### src/rtl/dw_sel_pkg.sv
// Shared types and constants for the data-write source selector pipeline.
package dw_sel_pkg;

  // Occupancy of the output/skid register pair.
  typedef enum logic [1:0] {
    ST_EMPTY = 2'd0,
    ST_FULL  = 2'd1,
    ST_SKID  = 2'd2
  } state_e;

  // Default geometry matching the MicroUAZ8 datapath.
  localparam int DW_WIDTH_DEF = 8;
  localparam int DW_NSRC_DEF  = 5;

  // MicroUAZ8 source map.
  localparam int SRC_R0         = 0;
  localparam int SRC_DATO_BUS   = 1;
  localparam int SRC_NUM        = 2;
  localparam int SRC_ADDR_INSTR = 3;
  localparam int SRC_RY         = 4;

endpackage

### src/rtl/dw_src_mux.sv
// Combinational NSRC:1 word selector; an index with no matching source yields
// zero data and raises oor_o.
module dw_src_mux #(
  parameter int WIDTH = 8,
  parameter int NSRC  = 5,
  parameter int SELW  = $clog2(NSRC)
) (
  input  logic [SELW-1:0]       sel_i,
  input  logic [NSRC*WIDTH-1:0] src_i,
  output logic [WIDTH-1:0]      word_o,
  output logic                  oor_o
);

  logic [NSRC-1:0]  hit;
  logic [WIDTH-1:0] masked [NSRC];

  // One-hot decode of the index and per-source gating.
  for (genvar gi = 0; gi < NSRC; gi++) begin : g_src
    assign hit[gi]    = (sel_i == SELW'(gi));
    assign masked[gi] = hit[gi] ? src_i[gi*WIDTH +: WIDTH] : '0;
  end

  // OR-combine the gated words; at most one is non-zero.
  always_comb begin
    word_o = '0;
    for (int k = 0; k < NSRC; k++) begin
      word_o = word_o | masked[k];
    end
  end

  assign oor_o = ~|hit;

endmodule

### src/rtl/dw_sel_pipe.sv
// Registered source selector with valid/ready handshake and a skid register
// so the register-file write port may stall without losing words.
module dw_sel_pipe
  import dw_sel_pkg::*;
#(
  parameter int WIDTH = DW_WIDTH_DEF,
  parameter int NSRC  = DW_NSRC_DEF,
  parameter int SELW  = $clog2(NSRC)
) (
  input  logic                  i_Clk,
  input  logic                  i_Reset,
  input  logic [SELW-1:0]       i_Sel,
  input  logic [NSRC*WIDTH-1:0] i_Src,
  input  logic                  i_Valid,
  output logic                  o_Ready,
  output logic [WIDTH-1:0]      o_DW,
  output logic                  o_Valid,
  input  logic                  i_Ready,
  output logic                  o_Err,
  input  logic                  i_Clr_Err
);

  state_e           state_q, state_d;
  logic [WIDTH-1:0] dw_q, dw_d;
  logic [WIDTH-1:0] skid_q, skid_d;
  logic             err_q, err_d;
  logic [WIDTH-1:0] word;
  logic             oor;
  logic             accept;
  logic             take;

  dw_src_mux #(
    .WIDTH (WIDTH),
    .NSRC  (NSRC),
    .SELW  (SELW)
  ) u_mux (
    .sel_i  (i_Sel),
    .src_i  (i_Src),
    .word_o (word),
    .oor_o  (oor)
  );

  // Handshake flags decode only the state register, so i_Ready never reaches o_Ready.
  assign o_Ready = (state_q != ST_SKID);
  assign o_Valid = (state_q != ST_EMPTY);
  assign o_DW    = dw_q;
  assign o_Err   = err_q;
  assign accept  = i_Valid & o_Ready;
  assign take    = o_Valid & i_Ready;

  // Next-state, data movement and sticky error (set beats clear).
  always_comb begin
    state_d = state_q;
    dw_d    = dw_q;
    skid_d  = skid_q;
    err_d   = (accept & oor) | (err_q & ~i_Clr_Err);
    case (state_q)
      ST_EMPTY: begin
        if (accept) begin
          dw_d    = word;
          state_d = ST_FULL;
        end
      end
      ST_FULL: begin
        if (accept && take) begin
          dw_d = word;
        end else if (accept) begin
          skid_d  = word;
          state_d = ST_SKID;
        end else if (take) begin
          state_d = ST_EMPTY;
        end
      end
      ST_SKID: begin
        if (take) begin
          dw_d    = skid_q;
          state_d = ST_FULL;
        end
      end
      default: state_d = ST_EMPTY;
    endcase
  end

  // State and data registers; reset discards any held words.
  always_ff @(posedge i_Clk) begin
    if (i_Reset) begin
      state_q <= ST_EMPTY;
      dw_q    <= '0;
      skid_q  <= '0;
      err_q   <= 1'b0;
    end else begin
      state_q <= state_d;
      dw_q    <= dw_d;
      skid_q  <= skid_d;
      err_q   <= err_d;
    end
  end

endmodule
### config.mk
export PLATFORM = sky130hd
export DESIGN_NAME = dw_sel_pipe
export DESIGN_NICKNAME = d
export VERILOG_FILES = /design/src/rtl/dw_sel_pkg.sv /design/src/rtl/dw_src_mux.sv /design/src/rtl/dw_sel_pipe.sv
export SDC_FILE = /design/constraint.sdc
export NUM_CORES = 1
export LEC_CHECK = 0
export CORE_AREA = 2 2 57 59
export DETAILED_ROUTE_END_ITERATION = 12
export DIE_AREA = 0 0 59 61
export GPL_ROUTABILITY_DRIVEN = 0
export PLACE_DENSITY = 0.81
export SLEW_MARGIN = 30
export SYNTH_ARGS = -nofsm -noshare
export SYNTH_HDL_FRONTEND = slang
export SYNTH_SLANG_ARGS = --single-unit
### constraint.sdc
create_clock -name i_Clk -period 3.8 [get_ports i_Clk]
set_input_delay 0.95 -clock i_Clk [delete_from_list [all_inputs] [get_ports i_Clk]]
set_output_delay 0.95 -clock i_Clk [all_outputs]
set_load 0.02 [all_outputs]
== Word level (Yosys, flattened, before mapping) ==
Index checks and enable logic that the tools add are counted.
Word-level totals
  bits in registers: 19
  output and inout bits: 11
Operators by class
  equality and inequality tests: 12
  muxes and demuxes: 15
  bitwise operators: 11
  reductions and logical operators: 10
Operators with widths (number)
  $mux 8: 8
  $or 8x8->8: 4
  $pmux 8 s3: 1
  $mux 2: 5
  $ne 2x2->1 const B: 5
  $reduce_and 4->1: 2
  $eq 3x2->1 const B: 2
  $pmux 2 s3: 1
  $reduce_or 5->1: 1
  $and 1x1->1: 4
  $eq 3x1->1 const B: 1
  $eq 3x3->1 const B: 1
  $logic_not 3->1: 1
  $ne 3x3->1 const B: 1
  $reduce_and 3->1: 1
  $reduce_bool 3->1: 1
  $eq 2x1->1 const B: 1
  $eq 2x2->1 const B: 1
  $logic_not 2->1: 1
  $not 1->1: 2
  $reduce_bool 2->1: 1
  $logic_and 1x1->1: 1
  $logic_not 1->1: 1
  $or 1x1->1: 1

== Longest topological paths before layout ==
Gate-level depths: netlist of the first run.
  word-level depth: 8
  gate-level depth with buffers: 6

== Cells and area by module ==
From an unflattened synthesis of the first run, not the netlist that was laid out.
Second synthesis, totals
  cells, all modules: 125
  area, all modules: 1218.7 sq um
Modules (own cells, without submodules)
  dw_sel_pipe: instances 1, cells an instance 81, area an instance 852.1 sq um, sequential area each 380.4 sq um
  dw_src_mux: instances 1, cells an instance 44, area an instance 366.6 sq um, sequential area each 0.0 sq um

== Least setup slack after synthesis of the first run ==
Ideal clock, no wire load.
  kind: input to register
  start point: input port i_Sel[0]
  end point: register dw_q[4], in the netlist o_DW[4]
  library setup time: 0.148 ns
  arrival: 1.905 ns
  data required time: 3.652 ns
  slack: 1.747 ns
  stages: 5
  buffers on the path: 1
  cells stage by stage: buf_2 and2b_1 a22o_1 a222oi_1 a221oi_1
On the way
  longest elaborated chain between the ends: 8
  elaborated cells between the ends (all ways): 17
  classes of those cells: eq/ne (4); mux (8); bitwise (4); reduce/logical (1)
RTL lines
  from (decl): RTL line dw_sel_pipe.sv:12  | input logic [SELW-1:0] i_Sel,
  $eq 3x1->1 / $logic_not 3->1 (equally long branches): RTL line dw_src_mux.sv:19  | assign hit[gi] = (sel_i == SELW'(gi));
  $mux 8: RTL line dw_src_mux.sv:20  | assign masked[gi] = hit[gi] ? src_i[gi*WIDTH +: WIDTH] : '0;
  $or 8x8->8 (3 in a row): RTL line dw_src_mux.sv:27  | word_o = word_o | masked[k];
  $or 8x8->8 (*): RTL line dw_src_mux.sv:27
  $mux 8 (on tied branches): RTL line dw_sel_pipe.sv:65, dw_sel_pipe.sv:59
  $pmux 8 s3 (*): RTL line dw_sel_pipe.sv:57  | case (state_q)
  to (signal assigned): RTL line dw_sel_pipe.sv:93  | dw_q <= dw_d;
  to (decl): RTL line dw_sel_pipe.sv:24  | logic [WIDTH-1:0] dw_q, dw_d;
Every way passes the cells marked *; elsewhere a longest branch is shown, timed or not. The select of a mux whose other input is x is not followed.
A chain may end at the register's enable or synchronous reset.

== Worst setup path in the final report of the first run ==
  start point: input port i_Sel[2]
  end point: register dw_q[4], in the netlist o_DW[4]
Same word-level chain as after synthesis.

==> flow_summary.yaml, run 1 <==
clock_tree:
  cts_tree: "yes"
  clk-insertion-delay-late_ps: 290
  cts.sinks: 19
  root_buffer: "clkbuf_4"
  cts_resized: 0
  post_cts_buffers: 0
  cts.htree.levels: 1
  clk_path_buf_depth: 2
  clk_pin_slew_ps: 100
  ctsHoldBuffers: 0
  cts_made_buffers: 3
synth:
  async_flop_share_pct: 0
  yosysTopAreaCell: "dfxtp_1"
  yosys-top-cells-count: "dfxtp_1 (19), nor2_1 (13), o21ai_0 (11), a21oi_1 (10)"
  synth_seq_cells: 19
  yosysTopAreaCellShare_pct: 31.4
  synth_edf_count: 0
  synth_area_per_cell_um2: 8.96
  ys_seq_area_share_pct: 31.4
  synthFlopType: "dfxtp_1"
  syn-cell-area_mm2: 0.00121
  synth_fp_nets: 183
  yosysMostFrequentCell: "dfxtp_1"
  synthTopCellsByArea: "dfxtp_1 (31%), o21ai_0 (4.6%), a21oi_1 (4.1%)"
  syn_inst: 135
  synth_cell_types: 40
  ys_warn_count: 0
layout:
  syn2layout_area_growth_pct: 48.2
  antenna_cells: 0
  drive_gt1_share_pct: 8.56
  layout.nets: 236
  utilization_pct: 60.7
  fin_cells: 220
floorplan:
  fp.coreArea_mm2: 0.00295
  fp.dieW_um: 59
  rows: 20
  die_h_um: 61
  dieArea_mm2: 0.00360
  start_util_pct: 41.0
  io_pins: 59
setup_path:
  critical_path_cell_count: 5
  crit_path_start: "i_Sel[2]"
  end_kind: "flip-flop"
  cp-endpoint: "o_DW[4]"
  r2r_slack_ps: 2160
  cp_num_buf_inv: 2
  regToRegStartpoint: "state_q[0]"
  cp-start-kind: "input port"
  cp_max_fo: 15
  regToRegEndpoint: "skid_q[3]"
  reg2reg_depth: 4
  worstPathArrival_ps: 2920
  critPathRequiredTime_ps: 3950
  worstPathCellList: "clkdlybuf4s50_1 > inv_1 > and3_4 > a222oi_1 > a221oi_1"
  worstSetupPathType: "in2reg"
  critical_path.slowest_cell: "clkdlybuf4s50_1"
  critPathMaxStageDelay_ps: 830
  cpLargestDelayFamily: "buffers and inverters"
grt:
  grt_max_degree: 18
  grt_first_pass_wirelength_um: 5890
  grt_remaining_overflow: 0
  grt_usage_pct: 21.5
  grt_pass1_vias: 1344
  grt_antenna_before_repair: 0
sta:
  report.final.slew_viol_count: 0
  finalCritPeriodShare_pct: 72.9
  setup_slack_ps: 1030
  rsz0062_at_grt: "no"
  relSlewSlack_pct: 53.5
  finalHoldViolCount: 0
  setup-violations-final: 0
  clock_skew_ps: 1.62
  holdWs_ps: 475
  tns_ps: 0
  tightest_slew_ps: 690
  fmax_mhz: 361
  final_period_minus_worst_setup_slack_ps: 2770
run_status:
  run_status: "finished clean"
run:
  timing.max_cap.violations: 0
power_and_ir_drop:
  powerDensity_mw_per_mm2: 271
  peakVddDrop_v: 0.000240
  p_leak_nw: 0.699
drt:
  wirelength_um: 3480
  vias_per_cell: 5.94
  drt_iter0_markers: 43
  drc: 0
  num_vias: 1306
  first_pass_iters: 4
  wire_per_inst_um: 15.8
  drtAntennaViolNets: 0
worst_hold_path:
  min_path_type: "reg2reg"
  hold_depth: 2
placement:
  post-dp-hpwl_um: 2780
  port_buffers: 58
  place_inst: 216
  dpl_worst_slack_ps: 722
## stage by stage
stage	total power, mW	cell area (um^2)
final	0.486	1790
after global routing	0.515	1790
after CTS	0.491	1790
after detailed placement	0.389	1770
after global placement	0.384	1770
after floorplan	0.309	1210
## logic make-up after synthesis
family	Yosys count	synth area share (%)
AO/OA/AOI/OAI	56	34.4
AND/OR/NAND/NOR	38	19.2
flip-flops	19	31.4
buffers and inverters	13	6.31
multiplexers	9	8.58
## worst min-delay path by stage
stage,startpoint,end,slack (ps)
after detailed placement,o_Err,o_Err,470
after global routing,o_Err,o_Err,510
final,o_Err,o_Err,480
after global placement,o_Err,o_Err,460
after CTS,o_Err,o_Err,480
after floorplan,skid_q[0],skid_q[0],490
## flip-flops by register name, summed over array words and instances, names as in the netlist
register	cells
o_Err	1
o_DW	8
state_q	2
skid_q	8
## power by group
| part | internal [mW] | leakage, nW | switching, mW |
|---|---|---|---|
| clock network | 0.0408 | 0.0150 | 0.0597 |
| registers | 0.212 | 0.156 | 0.00940 |
| logic | 0.0924 | 0.529 | 0.0712 |
| total | 0.346 | 0.699 | 0.140 |
## area by class of cell
cell class | instances | area, um^2
sequential | 19 | 380
clock buffer | 4 | 26.3
inverter | 3 | 11.3
tap | 33 | 41.3
timing repair buffer | 58 | 581
multi-input combinational | 103 | 753
fill | 249 | 1160
## placed cells by master, fill, tap and decap left out, types with 3 or more instances in the layout
master           synthesis  layout
a21oi_1                 10      10
a221o_1                  3       3
a221oi_1                 5       5
a222oi_1                 5       5
a22o_1                   5       5
a22oi_1                  3       3
and2_1                   3       3
clkbuf_4                 0       3
clkdlybuf4s50_1          0      58
dfxtp_1                 19      19
mux2_2                   3       3
mux2i_1                  4       4
nand2b_1                 4       4
nand3_1                  3       3
nand4_1                  3       3
nor2_1                  13      13
o211a_1                  3       3
o21a_1                   3       3
o21ai_0                 11      11
o221ai_1                 3       3
o22ai_1                  3       3
## worst register-to-register path, stage by stage, from the launching register on
cell and delay, ps:
dfxtp_1 480, inv_2 120, nor3_4 510, o221ai_1 250, o211a_1 180
## per-layer routing
layer / vias to the layer above / GRT usage (%) / share of wire, %
li1: 633 / - / -
met1: 633 / 22.7 / 40
met2: 34 / 43.3 / 55
met3: 6 / 4.48 / 3.3
met4: 0 / 4.87 / 1.6
met5: - / 0 / 0
Power figures use the tool's default switching activity.
==> run 2: changes to the inputs <==
Settings changed: CORE_AREA 2 2 57 59 to 2 2 58 60, DIE_AREA 0 0 59 61 to 0 0 60 62, PLACE_DENSITY 0.81 to 0.78.
Clock period 3.8 ns to 2.6 ns, I/O delays scaled along.
==> run 2 against run 1 <==
  * Flip-flop and latch count unchanged
  * Die area up 3.4%
  * Hold slack better by 8.1 ps
  * Utilization down 1.9 points
  * Wire length down 0.78%
  * Global-route usage down 2.8 points
  * First-iteration DRC count up 37%
  * Clock-buffer cell count unchanged
  * Sequential power up 46%
  * Clock power up 47%
  * Largest cell class unchanged
  * Largest power group unchanged
  * Highest routed layer unchanged
==> flow_summary.yaml, run 2 (synthesized netlist as in run 1, its figures left out) <==
drt:
  wirelength_um: 3460
  drtAntennaViolNets: 0
  num_vias: 1321
  vias_per_cell: 5.48
  drt_iter0_markers: 59
  wire_per_inst_um: 14.3
  first_pass_iters: 4
  drc: 0
layout:
  syn2layout_area_growth_pct: 54.5
  final_cell_mix: "clkdlybuf4s50_1 (58), dfxtp_1 (19), nor2_1 (13)"
  layout.nets: 244
  antenna_cells: 0
  drive_gt1_share_pct: 12.3
  mostFrequentLayoutCell: "clkdlybuf4s50_1"
setup_path:
  reg2reg_depth: 4
  r2r_slack_ps: 1030
  regToRegEndpoint: "o_DW[0]"
  cp-endpoint: "o_DW[7]"
  critical_path.slowest_cell: "clkdlybuf4s50_1"
  critPathMaxStageDelay_ps: 700
  critPathRequiredTime_ps: 2760
  crit_path_start: "i_Sel[2]"
  cp-start-kind: "input port"
  cp_max_fo: 9
  regToRegStartpoint: "state_q[1]"
  worstSetupPathType: "in2reg"
  end_kind: "flip-flop"
  worstPathCellList: "clkdlybuf4s50_1 > mux2_2 > a222oi_1 > a221oi_1"
  worstPathArrival_ps: 2420
power_and_ir_drop:
  powerDensity_mw_per_mm2: 386
  p_int_mw: 0.513
  seqPwrFrac_pct: 44.9
  p_leak_nw: 0.737
  peakVddDrop_v: 0.000298
  p_clk_share_pct: 20.5
  combPwrFrac_pct: 34.6
  switching_share_pct: 28.8
  switching_power_mw: 0.208
sta:
  setup_slack_ps: 337
  tns_ps: 0
  relSlewSlack_pct: 63.7
  fmax_mhz: 442
  setup-violations-final: 0
  tightest_slew_ps: 544
  finalHoldViolCount: 0
  rsz0062_at_grt: "no"
  finalCritPeriodShare_pct: 87.0
  report.final.slew_viol_count: 0
  final_period_minus_worst_setup_slack_ps: 2260
  clock_skew_ps: 6.04
floorplan:
  rows: 21
  die_h_um: 62
  fp.dieW_um: 60
  start_util_pct: 38.1
  dieArea_mm2: 0.00372
  fp.coreArea_mm2: 0.00318
  io_pins: 59
clock_tree:
  cts_tree: "yes"
  clk-insertion-delay-late_ps: 290
  clk_pin_slew_ps: 110
  cts.sinks: 19
  clk_path_buf_depth: 2
  post_cts_buffers: 0
  cts.htree.levels: 1
  cts_made_buffers: 3
  root_buffer: "clkbuf_4"
  cts_resized: 0
  ctsHoldBuffers: 0
grt:
  grt_pass1_vias: 1230
  grt_max_degree: 15
  grt_antenna_before_repair: 0
  grt_usage_pct: 18.8
  grt_remaining_overflow: 0
  grt_first_pass_wirelength_um: 5260
placement:
  dpl_worst_slack_ps: 53.8
  post-dp-hpwl_um: 2820
  port_buffers: 58
run_status:
  run_status: "finished clean"
worst_hold_path:
  min_path_type: "reg2reg"
run:
  timing.max_cap.violations: 0
==> run 2: cell types whose count changed in the layout (fill, tap and decap cells not counted) <==
| cell | before | now |
|---|---|---|
| buf_4 | 0 | 8 |
==> run 2: per-layer routing <==
layer  part of all wire [%]  global-route usage, %  vias up
met5                      0                      0        -
met4                    1.4                   6.35        0
met3                    5.6                   3.73        4
met2                     53                   34.3       53
met1                     40                   21.9      613
li1                       -                      -      651
==> run 2: final cells by class <==
| type | instances | area [um^2] |
|---|---|---|
| fillers | 297 | 1310 |
| multi-input cells | 103 | 753 |
| repair buffers | 66 | 641 |
| flip-flops and latches | 19 | 380 |
| well taps | 46 | 57.6 |
| clock buffers | 4 | 26.3 |
| inverters | 3 | 11.3 |
==> run 2: worst min-delay path by stage <==
stage | start | to | slack (ps) | cells past startpoint
3_3_place_gp | o_Err | o_Err | 460 | 2
6_report | o_Err | o_Err | 480 | 2
5_1_grt | o_Err | o_Err | 520 | 2
4_1_cts | o_Err | o_Err | 490 | 2
2_1_floorplan | skid_q[0] | skid_q[0] | 490 | 1
3_5_place_dp | o_Err | o_Err | 470 | 2
==> run 2: through the flow <==
stage | std cells | hold slack (ps) | power (mW) | area, um^2 | utilization [%]
3_3_place_gp | 237 | 462 | 0.571 | 1840 | 58.0
5_1_grt | 241 | 520 | 0.753 | 1870 | 58.8
4_1_cts | 241 | 486 | 0.721 | 1870 | 58.8
6_report | 241 | 483 | 0.721 | 1870 | 58.8
3_5_place_dp | 237 | 469 | 0.579 | 1840 | 58.0
2_1_floorplan | 135 | 485 | 0.451 | 1210 | -
==> run 2: worst max-delay path: cells and delay by family <==
kind	cells	cell delay [ps]
compound gates	2	690
buf+inv	1	700
mux	1	380
==> run 2: power by group through the flow <==
stage / registers (mW) / logic [mW] / clock network (mW)
final: 0.324 / 0.250 / 0.148
after floorplan: 0.341 / 0.110 / 0
after detailed placement: 0.330 / 0.249 / 0
after global placement: 0.329 / 0.242 / 0
after CTS: 0.323 / 0.250 / 0.148
after global routing: 0.326 / 0.268 / 0.160
